$ cat config.mk
export PLATFORM = sky130hd
export DESIGN_NAME = message_frame_drain
export DESIGN_NICKNAME = d
export VERILOG_FILES = /design/src/rtl/message_frame_drain.sv
export SDC_FILE = /design/constraint.sdc
export NUM_CORES = 1
export LEC_CHECK = 0
export ABC_CLOCK_PERIOD_IN_PS = 4500
export BUFFER_PORTS_ARGS = -buffer_cell sky130_fd_sc_hd__buf_2
export CORE_ASPECT_RATIO = 2
export CORE_MARGIN = 2
export CORE_UTILIZATION = 38
export DETAILED_ROUTE_END_ITERATION = 10
export PLACE_DENSITY_LB_ADDON = 0.08
export SYNTH_ARGS = -nofsm -noshare
export SYNTH_HDL_FRONTEND = slang
export SYNTH_SLANG_ARGS = --single-unit
$ cat constraint.sdc
create_clock -name clk -period 4.5 [get_ports clk]
set_input_delay 0 -clock clk [delete_from_list [all_inputs] [get_ports clk]]
set_output_delay 0 -clock clk [all_outputs]
set_load 0.03 [all_outputs]
$ cat src/rtl/message_frame_drain.sv
// Drains complete frames from a message FIFO (byte/latch read side) into a ready/valid
// byte stream. The length field finds the frame end, and an optional XOR checksum byte follows.
module message_frame_drain #(
  parameter bit CHECKSUM_EN = 1'b1,
  parameter int TIMEOUT_W   = 10
) (
  input  logic        clk,
  input  logic        rst,
  input  logic [7:0]  in_data,
  input  logic        in_frame_valid,
  output logic        in_data_latch,
  output logic [7:0]  out_data,
  output logic        out_valid,
  input  logic        out_ready,
  output logic        out_first,
  output logic        out_last,
  output logic        err_len,
  output logic        err_abort,
  output logic [15:0] frames_sent
);

  typedef enum logic [2:0] {IDLE, HDR, BODY, CSUM, DONE} state_t;

  // Abort fires on the stalled cycle that would take the counter to all-ones.
  localparam logic [TIMEOUT_W-1:0] STALL_LAST = {{(TIMEOUT_W-1){1'b1}}, 1'b0};
  localparam logic [TIMEOUT_W-1:0] STALL_ONE  = {{(TIMEOUT_W-1){1'b0}}, 1'b1};

  state_t               state_reg;
  logic [7:0]           data_reg;
  logic                 valid_reg;
  logic                 first_reg;
  logic                 last_reg;
  logic                 err_len_reg;
  logic                 err_abort_reg;
  logic [15:0]          frames_reg;
  logic [15:0]          remaining_reg;
  logic [7:0]           len_hi_reg;
  logic [7:0]           csum_reg;
  logic [1:0]           idx_reg;
  logic [TIMEOUT_W-1:0] stall_reg;

  logic        out_free;
  logic        byte_owed;
  logic        fetch;
  logic        stall;
  logic [15:0] hdr_len;

  assign out_free  = !valid_reg || out_ready;
  assign byte_owed = (state_reg == IDLE) || (state_reg == HDR) ||
                     ((state_reg == BODY) && (remaining_reg != 16'd0));
  // Gated by rst so a frame being discarded by reset does not also advance the FIFO.
  assign fetch     = rst && byte_owed && in_frame_valid && out_free;
  assign stall     = ((state_reg == HDR) || (state_reg == BODY)) && byte_owed &&
                     out_free && !in_frame_valid;
  assign hdr_len   = {len_hi_reg, in_data};

  always_ff @(posedge clk) begin
    if (!rst) begin
      state_reg     <= IDLE;
      data_reg      <= 8'd0;
      valid_reg     <= 1'b0;
      first_reg     <= 1'b0;
      last_reg      <= 1'b0;
      err_len_reg   <= 1'b0;
      err_abort_reg <= 1'b0;
      frames_reg    <= 16'd0;
      remaining_reg <= 16'd0;
      len_hi_reg    <= 8'd0;
      csum_reg      <= 8'd0;
      idx_reg       <= 2'd0;
      stall_reg     <= '0;
    end else begin
      err_len_reg   <= 1'b0;
      err_abort_reg <= 1'b0;
      if (valid_reg && out_ready) begin
        valid_reg <= 1'b0;
      end
      if (fetch) begin
        data_reg  <= in_data;
        valid_reg <= 1'b1;
        first_reg <= (state_reg == IDLE);
        last_reg  <= 1'b0;
        stall_reg <= '0;
      end

      case (state_reg)
        IDLE: begin
          if (fetch) begin
            csum_reg  <= in_data;
            idx_reg   <= 2'd1;
            state_reg <= HDR;
          end
        end
        HDR: begin
          if (fetch) begin
            csum_reg <= csum_reg ^ in_data;
            idx_reg  <= idx_reg + 2'd1;
            if (idx_reg == 2'd2) begin
              len_hi_reg <= in_data;
            end
            if (idx_reg == 2'd3) begin
              // A length of 4 or less ends the frame at the header.
              if (hdr_len <= 16'd4) begin
                err_len_reg <= (hdr_len < 16'd4);
                if (CHECKSUM_EN) begin
                  state_reg <= CSUM;
                end else begin
                  last_reg  <= 1'b1;
                  state_reg <= DONE;
                end
              end else begin
                remaining_reg <= hdr_len - 16'd4;
                state_reg     <= BODY;
              end
            end
          end
        end
        BODY: begin
          if (fetch) begin
            csum_reg      <= csum_reg ^ in_data;
            remaining_reg <= remaining_reg - 16'd1;
            if (remaining_reg == 16'd1) begin
              if (CHECKSUM_EN) begin
                state_reg <= CSUM;
              end else begin
                last_reg  <= 1'b1;
                state_reg <= DONE;
              end
            end
          end
        end
        CSUM: begin
          if (out_free) begin
            data_reg  <= csum_reg;
            valid_reg <= 1'b1;
            first_reg <= 1'b0;
            last_reg  <= 1'b1;
            state_reg <= DONE;
          end
        end
        DONE: begin
          if (valid_reg && out_ready && last_reg) begin
            frames_reg <= frames_reg + 16'd1;
            csum_reg   <= 8'd0;
            state_reg  <= IDLE;
          end
        end
        default: state_reg <= IDLE;
      endcase

      // Stall only counts with the output register free, so backpressure never aborts.
      if (stall) begin
        if (stall_reg == STALL_LAST) begin
          err_abort_reg <= 1'b1;
          valid_reg     <= 1'b0;
          csum_reg      <= 8'd0;
          stall_reg     <= '0;
          remaining_reg <= 16'd0;
          state_reg     <= IDLE;
        end else begin
          stall_reg <= stall_reg + STALL_ONE;
        end
      end
    end
  end

  assign in_data_latch = fetch;
  assign out_data      = data_reg;
  assign out_valid     = valid_reg;
  assign out_first     = first_reg;
  assign out_last      = last_reg;
  assign err_len       = err_len_reg;
  assign err_abort     = err_abort_reg;
  assign frames_sent   = frames_reg;

endmodule

==> impl_metrics.ini, run 1 <==
[global_routing]
first_global_vias = 3885
global_route_wire_length_before_repair_mm = 19.3
track_usage_pct = 21.2
grt_remaining_overflow = 0
pin_count_of_the_biggest_net_entering_global_routing = 37
grt_antenna_before_repair = 0

[run_status]
result_of_the_run = completed

[clock_network]
cts.hold.buffers_added = 1
cts-resized-gates = 0
cts-htree-levels = 3
clockBufferDepth = 2
postCtsSetupRepairBufs = 0
cts_root_buf = clkbuf_16
cts_tree = yes
clock_latency_ps = 330
cts_num_sinks = 76
clock_buffers_created_by_tritoncts = 9
clkTransAtPathRegs_ps = 60

[placed_design]
place.port_buffers = 41
dp_hpwl_mm = 8.85
gpl.final_weighted_congestion = 0.875
placed_cells_incl_taps = 672

[critical_path]
setup.worst_path.class = reg2reg
start_point_of_the_critical_path = remaining_reg[3]
setup.worst_path.end = remaining_reg[15]
cp_data_required_time_ps = 4730
cp_max_fo = 24
timing.rr.end = remaining_reg[15]
rr_startpoint = remaining_reg[3]
critical-path-slowest-cell = nor4_2
crit_chain = nor4_2 > nand3_1 > o211ai_1 > nand2_1 > o41ai_2
r2r_cells = 5
arr_time_crit_path_ps = 3190
start_kind = register
worst_path_largest_cell_delay_ps = 640
slack_of_the_worst_reg_to_reg_path_ps = 1540
cp-end-kind = register

[yosys]
main_area_contributors_after_synthesis = dfxtp_1, a21oi_1, nor2_1
synth-seq-area-share_pct = 37.1
synth_area_leader = dfxtp_1
synth_flop_cell = dfxtp_1
yosysWarningCount = 0
fraction_of_registers_with_async_set_reset_pct = 0
synth_enable_flop_cells = 0
syn_inst = 513
syn-mean-instance-area_um2 = 7.99
synth_cell_types = 66
synth.ff_latch_count = 76
synthesis.area_um2 = 4100
synthesis.nets = 534
post-synth-top-area-fraction_pct = 37.1

[route]
antenna_viol_nets_final = 0
wirelength_mm = 11.8
routed_wire_length_per_instance_um = 17.1
detailroute.via_count = 3890
drt-pass1-iter-count = 4
drc = 0
avgViaCountPerCell = 5.65
drt_iter0_drc = 229

[power]
p_per_area_nw_per_um2 = 326
ir_drop_mv = 0.200
switching_power_uw = 361
p_leak_uw = 0.00180
power.share.sequential_pct = 45.5
power.share.combinational_pct = 6.8
sw_frac_of_total_pct = 23.8
share_clk_of_total_power_pct = 47.7
internal_power_uw = 1160

[sta]
setup_total_negative_slack_ps = 0
tightestPinTransition_ps = 1070
rsz0062_at_grt = false
setup_violations = 0
maxSlewHeadroom_pct = 28.4
final.period_utilization_pct = 65.7
final_hold_vios = 0
fmax_ghz = 0.338
layout_min_cycle_time_ps = 2960
slew_viol_final = 0
fin_hold_ws_ps = 28.3
finClkSkew_ps = 6.23

[flow_run]
cap_violations = 0

[floorplanning]
die_width_um = 77.5
placement_rows = 53
fp.dieArea_um2 = 11700
io_pins = 42
floorplan.initialDensity_pct = 38.9
die_h_um = 151
placeableCoreArea_um2 = 10500

[layout]
num_antenna_cells = 0
stdcell_count = 689
flow.area_growth_from_synthesis_pct = 13.6
drive_gt1_share_pct = 12.9
nNetsFinal = 568

[hold_path]
hp-class = in2reg
## routing by layer
layer  vias to the layer above  global-route usage [%]  share of wire (%)
li1                       1931                       -                  -
met1                      1842                    21.6                 38
met2                        92                    39.9                 53
met3                        25                    2.68                3.5
met4                         0                    13.8                5.2
met5                         -                       0                  0
## cell usage in the layout, fill, tap and decap left out, drive strengths merged, types with 2 or more instances in the layout
master   instances
dfxtp           76
nor2            67
a21oi           60
buf             42
nand2           40
o21ai           30
nand3           27
inv             25
xor2            17
nor3            14
o211ai          13
clkbuf          12
nor4            11
a31oi            9
nand4            9
ha               9
and3             7
or3              7
xnor2            7
a211oi           5
a22oi            5
nand3b           4
nand2b           4
mux2i            4
or4              4
clkinv           4
and4             3
and2             3
o311ai           3
a221oi           2
nor3b            2
o22ai            2
or2              2
nor4b            2
a2111oi          2
o32a             2
## power by group through the flow
stage / Clock [uW] / Sequential [uW] / Combinational, uW
after floorplan: 0 / 712 / 60.6
after global placement: 0 / 706 / 102
after detailed placement: 0 / 706 / 103
after CTS: 741 / 691 / 104
after global routing: 766 / 692 / 114
final: 723 / 691 / 103
## worst max-delay path, delay by kind of cell (launching register included)
kind,cells,cell delay (ps)
AOI/OAI and AO/OA,2,780
DFF,1,370
and+or+nand+nor,3,1690
## per-stage QoR
stage	setup slack [ps]	utilization, %	power (uW)	instance area (um^2)
finish	1540	44.2	1520	4660
global route	1240	44.2	1570	4660
CTS	1560	44.2	1540	4660
detailed placement	1580	41.3	809	4360
global placement	1630	41.3	808	4360
floorplan	2180	-	773	4100
## final cells by class
cell class                      count  area (um^2)
Inverter                           26         97.6
Multi-Input combinational cell    391         2350
Sequential cell                    76         1520
Tap cell                          137          171
Timing Repair Buffer               43          223
Clock inverter                      4         48.8
Clock buffer                       12          246
Fill cell                        1109         5880
## Yosys cell counts, drive strengths merged, types with 5 or more instances
cell type   n
nand4       9
o21ai      30
a22oi       5
o211ai     13
xor2       17
a211oi      5
nand3      27
and3        7
nand2      40
nor4       11
dfxtp      76
buf         6
a21oi      60
or3         7
clkbuf     14
nor2       67
ha          9
inv        25
xnor2       7
a31oi       9
nor3       14
## how the worst min path moves through the flow
stage                          start                to  depth (start not counted)
after floorplan                  rst       out_data[6]                          2
after global routing      in_data[0]  remaining_reg[0]                          3
final                     in_data[6]       out_data[6]                          3
after detailed placement   out_ready         out_valid                          3
after global placement     out_ready         out_valid                          3
after CTS                 in_data[5]       out_data[5]                          3
## kinds of logic after synthesis
| group | share of synthesized area (%) |
|---|---|
| compound gates | 22.1 |
| xor+xnor | 5.13 |
| fa+ha+maj | 2.75 |
| buf+inv | 5.55 |
| flops | 37.1 |
| mux | 0.976 |
| simple gates | 26.4 |
No activity file was read; power rests on OpenSTA's default activity.
==> run 2: changes to the inputs <==
- ABC_CLOCK_PERIOD_IN_PS: 4500 -> 2500
- clock period: 4.5 -> 2.5 ns (I/O delays scaled with it)
==> impl_metrics.ini, run 2 (same netlist as run 1, synthesis figures left out) <==
[run_status]
result_of_the_run = completed

[route]
drc = 0
drt_iter0_drc = 197
avgViaCountPerCell = 5.51
antenna_viol_nets_final = 0
routed_wire_length_per_instance_um = 16.8
wirelength_mm = 12.2
drt-pass1-iter-count = 5
detailroute.via_count = 3992

[global_routing]
pin_count_of_the_biggest_net_entering_global_routing = 29
global_route_wire_length_before_repair_mm = 19.7
grt_remaining_overflow = 0
grt_antenna_before_repair = 0
track_usage_pct = 21.8
first_global_vias = 3958

[floorplanning]
fp.dieArea_um2 = 11700
placement_rows = 53
die_width_um = 77.5
die_h_um = 151
io_pins = 42
placeableCoreArea_um2 = 10500
floorplan.initialDensity_pct = 38.9

[power]
p_per_area_nw_per_um2 = 545
p_leak_uw = 0.00198
ir_drop_mv = 0.417

[sta]
worst_slack_ps = 100
layout_min_cycle_time_ps = 2400
final.period_utilization_pct = 96.0
setup_total_negative_slack_ps = 0
finClkSkew_ps = 6.65
setup_violations = 0
maxSlewHeadroom_pct = 61.0
rsz0062_at_grt = false
slew_viol_final = 0
fin_hold_ws_ps = 16.1
final_hold_vios = 0
fmax_ghz = 0.417
tightestPinTransition_ps = 583

[critical_path]
cp_max_fo = 15
arr_time_crit_path_ps = 2610
start_kind = register
cp-end-kind = register
worst_path_largest_cell_delay_ps = 560
most_used_cell_cp = or4_4
cp_data_required_time_ps = 2710
setup.worst_path.class = reg2reg
crit_chain = or4_4 > or4_4 > nor4b_4 > buf_4 > nor2_4 > mux2i_1 > a31oi_1
critical-path-slowest-cell = or4_4
slack_of_the_worst_reg_to_reg_path_ps = 100

[layout]
flow.area_growth_from_synthesis_pct = 21.1
nNetsFinal = 604
mostFrequentLayoutCells = dfxtp_1, nor2_1, a21oi_1
num_antenna_cells = 0
finish.utilization_pct = 47.1
drive_gt1_share_pct = 19.3
final_common_cell = dfxtp_1

[placed_design]
dp_hpwl_mm = 9.30
post_placement_worst_setup_slack_ps = 46.3
gpl.final_weighted_congestion = 0.886
place.port_buffers = 41

[clock_network]
cts-htree-levels = 3
cts_root_buf = clkbuf_16
cts_tree = yes
cts_num_sinks = 76
clock_latency_ps = 340
clock_buffers_created_by_tritoncts = 9
clockBufferDepth = 2
clkTransAtPathRegs_ps = 60

[hold_path]
hp-class = in2reg

[flow_run]
cap_violations = 0
==> run 2: final cells by class <==
class                      count  area, um^2
inverter                      26        97.6
sequential                    76        1520
clock buffer                  12         267
multi-input combinational    391        2380
clock inverter                 3        21.3
timing repair buffer          79         508
fill                        1092        5580
tap                          137         171
==> run 2: where the power goes <==
part	internal, uW	switching [uW]	leakage, uW	total (uW)
Combinational	67.4	135	0.00122	203
Clock	748	515	0.000141	1260
Sequential	1230	14.0	0.000615	1240
Total	2040	664	0.00198	2710
==> run 2: path summary, 6_finish.rpt <==
kind                                    start  cells past startpoint               end
worst max-delay path            len_hi_reg[0]                      7  remaining_reg[7]
worst min register to register   stall_reg[9]                      1      stall_reg[9]
worst max register to register  len_hi_reg[0]                      7  remaining_reg[7]
worst min-delay path               in_data[1]                      3  remaining_reg[1]
==> run 2: layer usage <==
| metal | wire length (um) | vias to the layer above | track usage, % |
|---|---|---|---|
| met4 | 651 | 0 | 16.9 |
| met2 | 6490 | 92 | 40.0 |
| met1 | 4690 | 1875 | 22.0 |
| met3 | 346 | 33 | 2.68 |
| li1 | - | 1992 | - |
| met5 | 0 | - | 0 |
==> run 2: worst max-delay path, delay by kind of cell (launching register included) <==
kind / cells / cell delay [ps]
compound gates: 1 / 120
buf+inv: 1 / 170
flops: 1 / 320
mux: 1 / 240
simple gates: 4 / 1430
==> run 2: timing repair <==
action,4_1_cts,5_1_grt
hold buffers,1,1
setup buffers,0,2
resized for setup,0,8
setup endpoints to repair,0,14
endpoints found under the hold margin,1,1
==> run 2: through the flow <==
step	instances	area (um^2)	power, uW
after floorplan	513	4100	1390
after global placement	705	4620	1470
after detailed placement	705	4620	1470
after CTS	721	4910	2740
after global routing	724	4970	2810
final	724	4970	2710
==> run 3: changes to the inputs <==
- CORE_UTILIZATION: 38 -> 35
==> impl_metrics.ini, run 3 (same netlist as run 1, synthesis figures left out) <==
[power]
ir_drop_mv = 0.374
power.share.combinational_pct = 6.9
finalPower_uw = 3070
p_leak_uw = 0.00202
internal_power_uw = 2380
power.share.sequential_pct = 40.4
sw_frac_of_total_pct = 22.6
p_per_area_nw_per_um2 = 606
switching_power_uw = 693
share_clk_of_total_power_pct = 52.7

[global_routing]
global_route_wire_length_before_repair_mm = 19.3
grt_antenna_before_repair = 0
track_usage_pct = 20.0
pin_count_of_the_biggest_net_entering_global_routing = 22
grt_remaining_overflow = 0
first_global_vias = 3714

[route]
routed_wire_length_per_instance_um = 16.0
avgViaCountPerCell = 5.34
detailroute.via_count = 3939
drt_iter0_drc = 265
antenna_viol_nets_final = 0
wirelength_mm = 11.8
drc = 0
drt-pass1-iter-count = 4

[clock_network]
clock_buffers_created_by_tritoncts = 9
clock_latency_ps = 340
cts-htree-levels = 3
cts_tree = yes
cts_root_buf = clkbuf_16
clockBufferDepth = 2
cts_num_sinks = 76
clkTransAtPathRegs_ps = 60

[placed_design]
gpl.final_weighted_congestion = 0.837
dp_hpwl_mm = 8.62
place.port_buffers = 41
postPlaceCellArea_um2 = 4630
post_placement_worst_setup_slack_ps = 65.0

[critical_path]
arr_time_crit_path_ps = 2670
cp_data_required_time_ps = 2750
worst_path_largest_cell_delay_ps = 550
start_kind = register
critical-path-slowest-cell = or4_4
cp_max_fo = 11
setup.worst_path.class = reg2reg
crit_chain = or4_4 > or4_4 > nor4b_4 > or2_1 > buf_12 > mux2i_1 > a311oi_1
most_used_cell_cp = or4_4
cp-end-kind = register

[sta]
tightestPinTransition_ps = 727
finClkSkew_ps = 4.12
rsz0062_at_grt = true
layout_min_cycle_time_ps = 2420
final.period_utilization_pct = 96.8
worst_slack_ps = 79.8
final_hold_vios = 0
setup_violations = 0
slew_viol_final = 0
maxSlewHeadroom_pct = 51.4
fmax_ghz = 0.413

[layout]
flow.area_growth_from_synthesis_pct = 23.7
drive_gt1_share_pct = 19.6
mostFrequentLayoutCells = dfxtp_1, nor2_1, a21oi_1
final_common_cell = dfxtp_1
nNetsFinal = 608
num_antenna_cells = 0
finalInstanceArea_um2 = 5070

[run_status]
result_of_the_run = completed

[floorplanning]
floorplan.initialDensity_pct = 35.5
die_width_um = 80.5
placeableCoreArea_um2 = 11600
fp.dieArea_um2 = 12700
io_pins = 42
placement_rows = 56
die_h_um = 157

[hold_path]
hp-class = in2reg

[flow_run]
cap_violations = 0
[run 3: cell types whose count changed in the layout (fill, tap and decap cells not counted), sizes merged]
cell	delta
buf	+4
bufinv	+4
clkbuf	-2
clkinv	-1
[run 3: per-layer routing]
metal | GRT usage, % | up-vias | share of wire [%]
li1 | - | 2011 | -
met1 | 26.5 | 1839 | 46
met2 | 31.7 | 78 | 48
met3 | 4.24 | 11 | 3.5
met4 | 7.43 | 0 | 1.8
met5 | 0 | - | 0
[run 3: power groups by stage]
stage / logic (uW) / clock network (uW) / registers (uW)
finish: 211 / 1620 / 1240
global placement: 206 / 0 / 1270
floorplan: 109 / 0 / 1280
CTS: 212 / 1660 / 1240
detailed placement: 208 / 0 / 1270
global route: 235 / 1710 / 1240
[run 3: area by class of cell]
cell class	count	area, um^2
multi-input combinational	391	2370
timing repair buffer	83	538
clock buffer	10	229
sequential	76	1520
fill	1205	6490
clock inverter	6	136
tap	145	181
inverter	26	97.6
[run 3: worst max-delay path, delay by kind of cell, from the launching register on]
family | cells | cell delay (ps)
AOI/OAI and AO/OA | 1 | 280
buffers and inverters | 1 | 130
DFF | 1 | 310
muxes | 1 | 60
and+or+nand+nor | 4 | 1540
[run 3: what timing repair did]
item                                    CTS  global route
gates resized for setup                   1             5
endpoints found under the setup margin    1            11
cloned                                    0             0
setup buffers                             0             5
hold buffers                              2             0
pin swaps                                 0             3
endpoints found under the hold margin     2             0
[run 3: worst paths after layout]
check                                   endpoint          start  slack (ps)  depth (start not counted)
worst max register to register  remaining_reg[3]  len_hi_reg[0]          80                          7
worst min register to register      stall_reg[9]   stall_reg[9]         450                          1
worst min-delay path                 out_data[5]     in_data[5]          20                          3
worst max-delay path            remaining_reg[3]  len_hi_reg[0]          80                          7
[run 3: per-stage QoR]
step | std cells | hold WS [ps] | setup TNS [ps] | utilization (%)
after global placement | 714 | 348 | 0 | 40.1
after CTS | 732 | 4.49 | 0 | 43.4
after global routing | 737 | 26.1 | -67.8 | 43.9
final | 737 | 16.0 | 0 | 43.9
after floorplan | 513 | 144 | 0 | -
after detailed placement | 714 | 348 | 0 | 40.1
